**src/rtl/aes_pkg.sv**
```systemverilog
// Shared types, constants and GF(2^8) helpers for the iterative AES-128 key schedule.
package aes_pkg;

  localparam int AES_NR = 10;

  typedef logic [0:127] rk_t;
  typedef logic [0:31]  word_t;

  typedef enum logic [1:0] {
    ST_IDLE   = 2'd0,
    ST_EXPAND = 2'd1,
    ST_READY  = 2'd2
  } ks_state_e;

  localparam logic [7:0] RCON [1:AES_NR] = '{
    8'h01, 8'h02, 8'h04, 8'h08, 8'h10, 8'h20, 8'h40, 8'h80, 8'h1b, 8'h36
  };

  function automatic logic [7:0] gf_mul(input logic [7:0] a, input logic [7:0] b);
    logic [7:0] p;
    logic [7:0] x;
    p = 8'h00;
    x = a;
    for (int i = 0; i < 8; i++) begin
      p = p ^ (x & {8{b[i]}});
      x = {x[6:0], 1'b0} ^ (8'h1b & {8{x[7]}});
    end
    return p;
  endfunction

  // Multiplicative inverse as a^254; maps 0 to 0 as the S-box requires.
  function automatic logic [7:0] gf_inv(input logic [7:0] a);
    logic [7:0] p;
    logic [7:0] r;
    p = a;
    r = 8'h01;
    for (int i = 1; i < 8; i++) begin
      p = gf_mul(p, p);
      r = gf_mul(r, p);
    end
    return r;
  endfunction

endpackage

```
**src/rtl/aes_sbox.sv**
```systemverilog
// Combinational AES S-box: field inverse followed by the affine transform.
module aes_sbox
  import aes_pkg::*;
(
  input  logic [7:0] in_i,
  output logic [7:0] out_o
);

  logic [7:0] inv_s;

  assign inv_s = gf_inv(in_i);
  assign out_o = inv_s
               ^ {inv_s[6:0], inv_s[7]}
               ^ {inv_s[5:0], inv_s[7:6]}
               ^ {inv_s[4:0], inv_s[7:5]}
               ^ {inv_s[3:0], inv_s[7:4]}
               ^ 8'h63;

endmodule

```
**src/rtl/aes_key_sched_ctrl.sv**
```systemverilog
// Iterative AES-128 key expansion, one round per clock, with an 11-entry
// round-key file served through a one-cycle-latency request port.
module aes_key_sched_ctrl
  import aes_pkg::*;
(
  input  logic         clk,
  input  logic         rst,
  input  logic         key_valid,
  output logic         key_ready,
  input  logic [0:127] key,
  input  logic         rk_req,
  input  logic [3:0]   rk_idx,
  output logic         rk_valid,
  output logic [0:127] rk,
  output logic         rk_err,
  output logic         busy,
  output logic         done
);

  ks_state_e  state_q, state_d;
  logic [3:0] rnd_q, rnd_d;
  logic [3:0] avail_q, avail_d;
  logic       key_ready_q, busy_q, done_q, done_s;
  logic       rk_valid_q, rk_err_q;
  rk_t        rk_q;
  rk_t        rk_file_q [0:AES_NR];

  logic       key_accept_s, load_s, file_we_s, rd_ok_s;
  logic [3:0] prev_idx_s;
  logic [7:0] rc_s;
  rk_t        prev_s, next_rk_s;
  word_t      rot_s, sub_s, t_s, w0_s, w1_s, w2_s, w3_s;

  assign key_accept_s = key_valid && key_ready_q;
  assign rd_ok_s      = rk_req && (rk_idx < avail_q);

  // Round datapath: previous round key and rcon feed one shared SubWord.
  assign prev_idx_s = rnd_q - 4'd1;
  assign prev_s     = (prev_idx_s <= 4'(AES_NR)) ? rk_file_q[prev_idx_s] : '0;
  assign rc_s       = (rnd_q >= 4'd1 && rnd_q <= 4'(AES_NR)) ? RCON[rnd_q] : 8'h00;
  assign rot_s      = {prev_s[104:127], prev_s[96:103]};

  for (genvar b = 0; b < 4; b++) begin : g_sbox
    aes_sbox u_sbox (
      .in_i  (rot_s[8*b +: 8]),
      .out_o (sub_s[8*b +: 8])
    );
  end

  assign t_s       = sub_s ^ {rc_s, 24'h000000};
  assign w0_s      = prev_s[0:31]   ^ t_s;
  assign w1_s      = prev_s[32:63]  ^ w0_s;
  assign w2_s      = prev_s[64:95]  ^ w1_s;
  assign w3_s      = prev_s[96:127] ^ w2_s;
  assign next_rk_s = {w0_s, w1_s, w2_s, w3_s};

  // Next-state logic: key load, round stepping and completion.
  always_comb begin
    state_d   = state_q;
    rnd_d     = rnd_q;
    avail_d   = avail_q;
    load_s    = 1'b0;
    file_we_s = 1'b0;
    done_s    = 1'b0;
    case (state_q)
      ST_IDLE, ST_READY: begin
        if (key_accept_s) begin
          state_d = ST_EXPAND;
          rnd_d   = 4'd1;
          avail_d = 4'd1;
          load_s  = 1'b1;
        end else begin
          state_d = state_q;
        end
      end
      ST_EXPAND: begin
        file_we_s = 1'b1;
        avail_d   = rnd_q + 4'd1;
        if (rnd_q == 4'(AES_NR)) begin
          state_d = ST_READY;
          rnd_d   = 4'd0;
          done_s  = 1'b1;
        end else begin
          state_d = ST_EXPAND;
          rnd_d   = rnd_q + 4'd1;
        end
      end
      default: begin
        state_d = ST_IDLE;
        rnd_d   = 4'd0;
        avail_d = 4'd0;
      end
    endcase
  end

  // Control registers; handshake/status outputs are derived from the next state.
  always_ff @(posedge clk) begin
    if (rst) begin
      state_q     <= ST_IDLE;
      rnd_q       <= 4'd0;
      avail_q     <= 4'd0;
      key_ready_q <= 1'b0;
      busy_q      <= 1'b0;
      done_q      <= 1'b0;
    end else begin
      state_q     <= state_d;
      rnd_q       <= rnd_d;
      avail_q     <= avail_d;
      key_ready_q <= (state_d != ST_EXPAND);
      busy_q      <= (state_d == ST_EXPAND);
      done_q      <= done_s;
    end
  end

  // Round-key file; contents are not reset because avail gates every read.
  always_ff @(posedge clk) begin
    if (load_s) begin
      rk_file_q[0] <= key;
    end else if (file_we_s) begin
      rk_file_q[rnd_q] <= next_rk_s;
    end else begin
      rk_file_q[0] <= rk_file_q[0];
    end
  end

  // Registered read port; a rejected request leaves rk untouched.
  always_ff @(posedge clk) begin
    if (rst) begin
      rk_q       <= '0;
      rk_valid_q <= 1'b0;
      rk_err_q   <= 1'b0;
    end else begin
      rk_valid_q <= rd_ok_s;
      rk_err_q   <= rk_req && !rd_ok_s;
      if (rd_ok_s) begin
        rk_q <= rk_file_q[rk_idx];
      end else begin
        rk_q <= rk_q;
      end
    end
  end

  assign key_ready = key_ready_q;
  assign busy      = busy_q;
  assign done      = done_q;
  assign rk_valid  = rk_valid_q;
  assign rk_err    = rk_err_q;
  assign rk        = rk_q;

endmodule
```
**config.mk**
```make
export PLATFORM = sky130hd
export DESIGN_NAME = aes_key_sched_ctrl
export DESIGN_NICKNAME = d
export VERILOG_FILES = /design/src/rtl/aes_pkg.sv /design/src/rtl/aes_sbox.sv /design/src/rtl/aes_key_sched_ctrl.sv
export SDC_FILE = /design/constraint.sdc
export NUM_CORES = 2
export LEC_CHECK = 0
export BUFFER_PORTS_ARGS = -buffer_cell sky130_fd_sc_hd__buf_2
export CAP_MARGIN = 30
export CORE_MARGIN = 1
export CORE_UTILIZATION = 25
export DETAILED_ROUTE_END_ITERATION = 7
export PLACE_DENSITY = 0.51
export SYNTH_ARGS = -nofsm -noshare
export SYNTH_HDL_FRONTEND = slang
export SYNTH_SLANG_ARGS = --single-unit
```
**constraint.sdc**
```tcl
create_clock -name clk -period 71.4 [get_ports clk]
set_input_delay 21.42 -clock clk [delete_from_list [all_inputs] [get_ports clk]]
set_output_delay 21.42 -clock clk [all_outputs]
set_load 0.01 [all_outputs]
```
Word-level counts from Yosys, hierarchy flattened
Memory sizes are Yosys's and may differ from the RTL's. A register that Yosys moved wholly into a read port is not among the register bits.
Index checks and enable logic that the tools add are counted.
Widths: inputs -> output; s select.

storage, ports and cells
  register bits after elaboration = 15
  bits in writable memories = 1408
  ROM bits = 128
  input bits = 136
  output and inout port bits = 133
  logic and storage cells = 1261
  memories kept = 2

cells by class
  $add $sub $neg = 2
  order comparisons = 5
  equality and inequality tests = 7
  muxes and demuxes = 27
  bitwise gates (word level) = 1200
  reduce and logical (&&, ||, !) cells = 10

memories
  name             depth  width  read ports  clocked after Yosys merged registers in  write ports  RTL line                  text
  rk_file_q        11     128    2           1                                        1            aes_key_sched_ctrl.sv:26  rk_t rk_file_q [0:AES_NR];
  (no name shown)  16     8      1           0                                        0            aes_key_sched_ctrl.sv:40  assign rc_s = (rnd_q >= 4'd1 && rnd_q <= 4'(AES_NR)) ? RCON[rnd_q] : 8'h00;

operators by type and width
  kind                 count
  $and 8x8->8          416
  $xor 8x8->8          384
  $xor 8x5->8          368
  $mux 128             3
  $xor 32x32->32       5
  $reduce_or 128->1    1
  $xor 8x3->8          4
  $xor 8x4->8          4
  $xor 8x6->8          4
  $xor 8x7->8          4
  $mux 8               3
  $not 4->4            4
  $pmux 4 s2           2
  $mux 1               13
  $mux 4               3
  $le 4x4->1 const B   2
  $xor 1x2->2          4
  $ge 5x5->1 const B   1
  $not 4->5            1
  $add 4x1->4 const B  1
  $eq 2x1->1 const B   2
  $eq 4x4->1 const B   1
  $ge 4x1->1 const B   1
  $logic_and 1x1->1    4
  14 further kinds     16

Longest topological paths before layout
  word-level depth = 85
  depth in mapped cells = 117
  mapped depth without buffers = 93

By module
Synthesis repeated with hierarchy kept, for this count alone.

second synthesis, totals
  cells, all modules = 13183
  area total of the unflattened synthesis = 140383.4 um2

by module, submodules not included
  module                            instances  cells an instance  area an instance (um2)  seq. area each (um2)
  aes_key_sched_ctrl                1          4744               74272.5                 45143.3
  aes_sbox at g_sbox[1].u_sbox ...  2          2096               16405.7                 0.0
  aes_sbox at g_sbox[3].u_sbox      1          2131               16723.5                 0.0
  aes_sbox at g_sbox[0].u_sbox      1          2116               16575.9                 0.0

Least setup slack after synthesis
Ideal clock, no wire load.

  path kind = input port to flip-flop
  start point = input key_valid
  end point = memory rk_file_q[0][0] (netlist bit) (enable)
  library setup time = 0.809 ns
  arrival time = 27.529 ns
  required time = 70.591 ns
  path slack = 43.061 ns
  stages = 2
  buffers on the path = 0
  cell sequence = nand2_1 > o32ai_1

on the way
  word-level cells in the longest chain between the ends = 8
  elaborated cells between the ends (all ways) = 14
  those cells by class = mux: 10; bitwise: 1; reduce/logical: 3

RTL lines
  element                                                                    RTL line                  text
  start, declared                                                            aes_key_sched_ctrl.sv:8   input logic key_valid,
  $logic_and 1x1->1 *                                                        aes_key_sched_ctrl.sv:34  assign key_accept_s = key_valid && key_ready_q;
  $mux 1 *                                                                   aes_key_sched_ctrl.sv:67  if (key_accept_s) begin
  $mux 1 *                                                                   aes_key_sched_ctrl.sv:65  case (state_q)
  parallel branches: the longest is 5 deep, another holds $reduce_or 128->1  n/a
  end, declared                                                              aes_key_sched_ctrl.sv:26

Every way passes the cells marked *.

Worst setup path after layout
  start point = register rnd_q[0]
  end point = memory rk_file_q[5][38] (netlist bit), data pin

on the way
  word-level cells in the longest chain between the ends = 84
  elaborated cells between the ends (all ways) = 307
  those cells by class = add/sub: 1; order compare: 1; mux: 2; bitwise: 302; memory: 1

RTL lines
  element                                                  RTL line                      text
  start, declared                                          aes_key_sched_ctrl.sv:21      logic [3:0] rnd_q, rnd_d;
  start signal, assigned                                   aes_key_sched_ctrl.sv:107     rnd_q <= rnd_d;
  $sub 4x1->4 *                                            aes_key_sched_ctrl.sv:38      assign prev_idx_s = rnd_q - 4'd1;
  $mem_v2 11x128 / $le 4x4->1 (equally long branches)      n/a
  $mux 128 *                                               aes_key_sched_ctrl.sv:39      assign prev_s = (prev_idx_s <= 4'(AES_NR)) ? rk_file_q[prev_idx_s] : '0;
  $xor 8x5->8                                              aes_pkg.sv:26                 x = {x[6:0], 1'b0} ^ (8'h1b & {8{x[7]}});
  $and 8x8->8 / $xor 8x5->8 (equally long branches)        aes_pkg.sv:25, aes_pkg.sv:26
  $xor 8x8->8, or another cell as far along (5 in series)  aes_pkg.sv:25                 p = p ^ (x & {8{b[i]}});
  $xor 8x8->8 / $and 8x8->8 (equally long branches)        aes_pkg.sv:25
  $xor 8x8->8                                              aes_pkg.sv:25
  [... 64 more ...]                                        n/a
  $xor 8x8->8                                              aes_sbox.sv:15                ^ {inv_s[4:0], inv_s[7:5]}
  $xor 8x8->8                                              aes_sbox.sv:16                ^ {inv_s[3:0], inv_s[7:4]}
  $not 4->4 (no line)                                      n/a
  $xor 32x32->32                                           aes_key_sched_ctrl.sv:50      assign t_s = sub_s ^ {rc_s, 24'h000000};
  $xor 32x32->32                                           aes_key_sched_ctrl.sv:51      assign w0_s = prev_s[0:31] ^ t_s;
  $xor 32x32->32                                           aes_key_sched_ctrl.sv:52      assign w1_s = prev_s[32:63] ^ w0_s;
  $xor 32x32->32 *                                         aes_key_sched_ctrl.sv:53      assign w2_s = prev_s[64:95] ^ w1_s;
  $mux 128 (no line) *                                     n/a

Every way passes the cells marked *; elsewhere a longest branch is shown, timed or not.

==> flow_summary_export.csv <==
group,metric,value,unit
synth,yosys_warnings,0,
clock_network,cts_tree,"done",
critical_path,criticalPathCategory,"reg -> reg",
synth,synth_top_area_share,29.87,%
drt,firstDrtPassIters,6,
die,coreArea,564600,um2
placed_design,portBuffers,268,
cells_and_area,drive_gt1_share,14.18,%
global_routing,grt_pass1_vias,104600,
global_routing,grt_pass1_wl,734300,um
synth,ys_async_sr_fraction,0,%
timing,fmax,0.03207,GHz
placed_design,dp_hpwl,351500,um
cells_and_area,final_common_cell,"xnor2_1",
die,io_pins,269,
synth,ys_seq_area_share,31.89,%
drt,vias,109100,
drt,wirelength,505400,um
critical_path,crit_fanout,73,
critical_path,reg2reg_from,"rnd_q[0]",
critical_path,critPathCaptureType,"register",
clock_network,cts_max_level,4,
synth,yosys.area_share.simple,12.23,%
drt,drc,0,
worst_hold_path,hold_path_class,"reg -> reg",
status,status,"finished clean",
clock_network,clockBufferDepth,4,
synth,syn-instance-count,13880,
timing,setup_tns,0,ps
critical_path,cp-startpoint,"rnd_q[0]",
synth,synthMuxAreaShare,12.18,%
cells_and_area,syn2layout_area_growth,11.50,%
die,die_area,569300,um2
timing,period_minus_slack,31190,ps
timing,rsz0062_at_grt,"false",
cells_and_area,final_cell_mix,"xnor2_1, nor2_1, edfxtp_1",
timing,drv_slew,0,
global_routing,grt_remaining_overflow,0,
drt,viasPerCell,5.069,
synth,synth_compound_area_share,11.05,%
global_routing,antenna_found_initial,22,
global_routing,grt_start_max_net_pins,123,
timing,fin_skew,115.8,ps
timing,setup_ws,40210,ps
timing,finalSetupViolations,0,
drt,ant_nets,0,
die,fp.dieH,754.5,um
timing,final_hold_viol_count,0,
timing,slew_headroom,24.08,%
clock_network,cts_buffers,177,
cells_and_area,fin_nets,14270,
synth,ys_ff_latch,1551,
synth,yosys-top-cells-area,"edfxtp_1, xnor2_1, mux4_2",
synth,ys.flop_type,"edfxtp_1",
critical_path,crit_path_frequent_cell,"xnor2_1",
cells_and_area,final_util,27.95,%
synth,synth_top_family_by_area,"XOR/XNOR gates",
clock_network,clkSinkCount,1551,
timing,post-route-period-util,43.68,%
clock_network,clk_pin_slew,60,ps
clock_network,ctsRootBufferMaster,"clkbuf_16",
clock_network,postCtsHoldBufs,0,
clock_network,cts_resized,0,
synth,synth_top_area_cell,"edfxtp_1",
synth,syn_area_per_cell,10.20,um2
placed_design,place_ws,40500,ps
drt,post_drt_wl_per_cell,23.48,um
critical_path,critPathArrivalTime,31600,ps
synth,yosys.area_share.xor_xnor,26.23,%
placed_design,place.gp.congestion,0.9015,
critical_path,critical-path-slowest-cell,"xnor2_1",
drt,drt-initial-drc-count,10720,
synth,synth_fa_ha_area_share,2.492,%
flow_run,drv_cap,0,
die,rows,276,
die,initial_core_util,25.07,%
clock_network,post_cts_buffers,0,
global_routing,grt_use_total,16.95,%
synth,synth_nets,14300,
die,die_w,754.5,um
critical_path,start_kind,"register",
critical_path,slowest_delay,900,ps
timing,max_slew.worst_pin.slew,1134,ps
synth,ys_types,135,
synth,synth_edf_count,1408,
critical_path,critPathRequiredTime,71810,ps
worst_hold_path,hp-start,"avail_q[0]",
clock_network,clk_latency,890,ps
synth,synth_area,141600,um2
[final timing paths]
check | end | slack (ps) | cells after the start
setup / recovery | rk_file_q[5][38] | 40210 | 99
hold / removal | avail_q[0] | 460 | 2
setup reg to reg | rk_file_q[5][38] | 40210 | 99
hold reg to reg | avail_q[0] | 460 | 2
[Yosys cell counts (all sizes together) (86+ instances only)]
cell and n:
xnor2 2078, nor2 1746, edfxtp 1408, nand2 1278
a21oi 741, xor2 652, mux2i 570, clkbuf 525
mux4 478, o21ai 471, xnor3 433, buf 417
a211oi 356, inv 295, ha 282, nand3 224
nor2b 209, nor3 209, dfxtp 143, a31oi 121
o22ai 117, o211ai 86
[state kept, by name (all words and copies together), names as in the netlist]
name / count
rk_file_q: 1408
rk: 128
avail_q: 4
rnd_q: 4
state_q: 2
busy: 1
done: 1
key_ready: 1
rk_err: 1
rk_valid: 1
[metrics by stage]
stage	instances	cell area, um2	hold WS (ps)
3_3_place_gp	21100	151400	447.5
3_5_place_dp	21160	152000	450.3
2_1_floorplan	13880	141600	429.0
4_1_cts	21470	157500	461.5
5_1_grt	21490	157700	497.6
6_report	21520	157800	459.5
[cells by family after synthesis]
family,count (synthesis)
multiplexers,1113
XOR/XNOR,3236
AND/OR/NAND/NOR,4021
buffers and inverters,1267
flip-flops,1551
AO/OA/AOI/OAI,2414
adder cells (fa/ha/maj),282
[final cells by class]
type	count	area (um2)
Inverter	323	1214
Clock buffer	220	4721
Clock inverter	89	863.3
Multi-Input combinational cell	11070	91360
Fill cell	58960	406800
Timing Repair Buffer	731	5054
Sequential cell	1551	45150
Antenna cell	37	92.59
Tap cell	7506	9392
[layer usage]
layer	wire length, um	vias up	share of wire [%]	track usage [%]
li1	-	49670	-	-
met1	217500	54690	43	22.88
met2	231100	4125	46	27.46
met3	36660	598	7.3	2.755
met4	20080	10	4.0	5.822
met5	71	-	0.014	0
[critical path, delay by kind of cell, from the launching register on]
kind | cells | cell delay [ps]
XOR/XNOR | 37 | 9200
buffers and inverters | 25 | 7770
adder cells (fa/ha/maj) | 15 | 7120
AO/OA/AOI/OAI | 11 | 3150
AND/OR/NAND/NOR | 8 | 1510
multiplexers | 3 | 830
flip-flops | 1 | 800
Power is left out: the tool's default activity adds up to more than one toggle a clock period on the data nets, which glitch-free logic cannot reach.
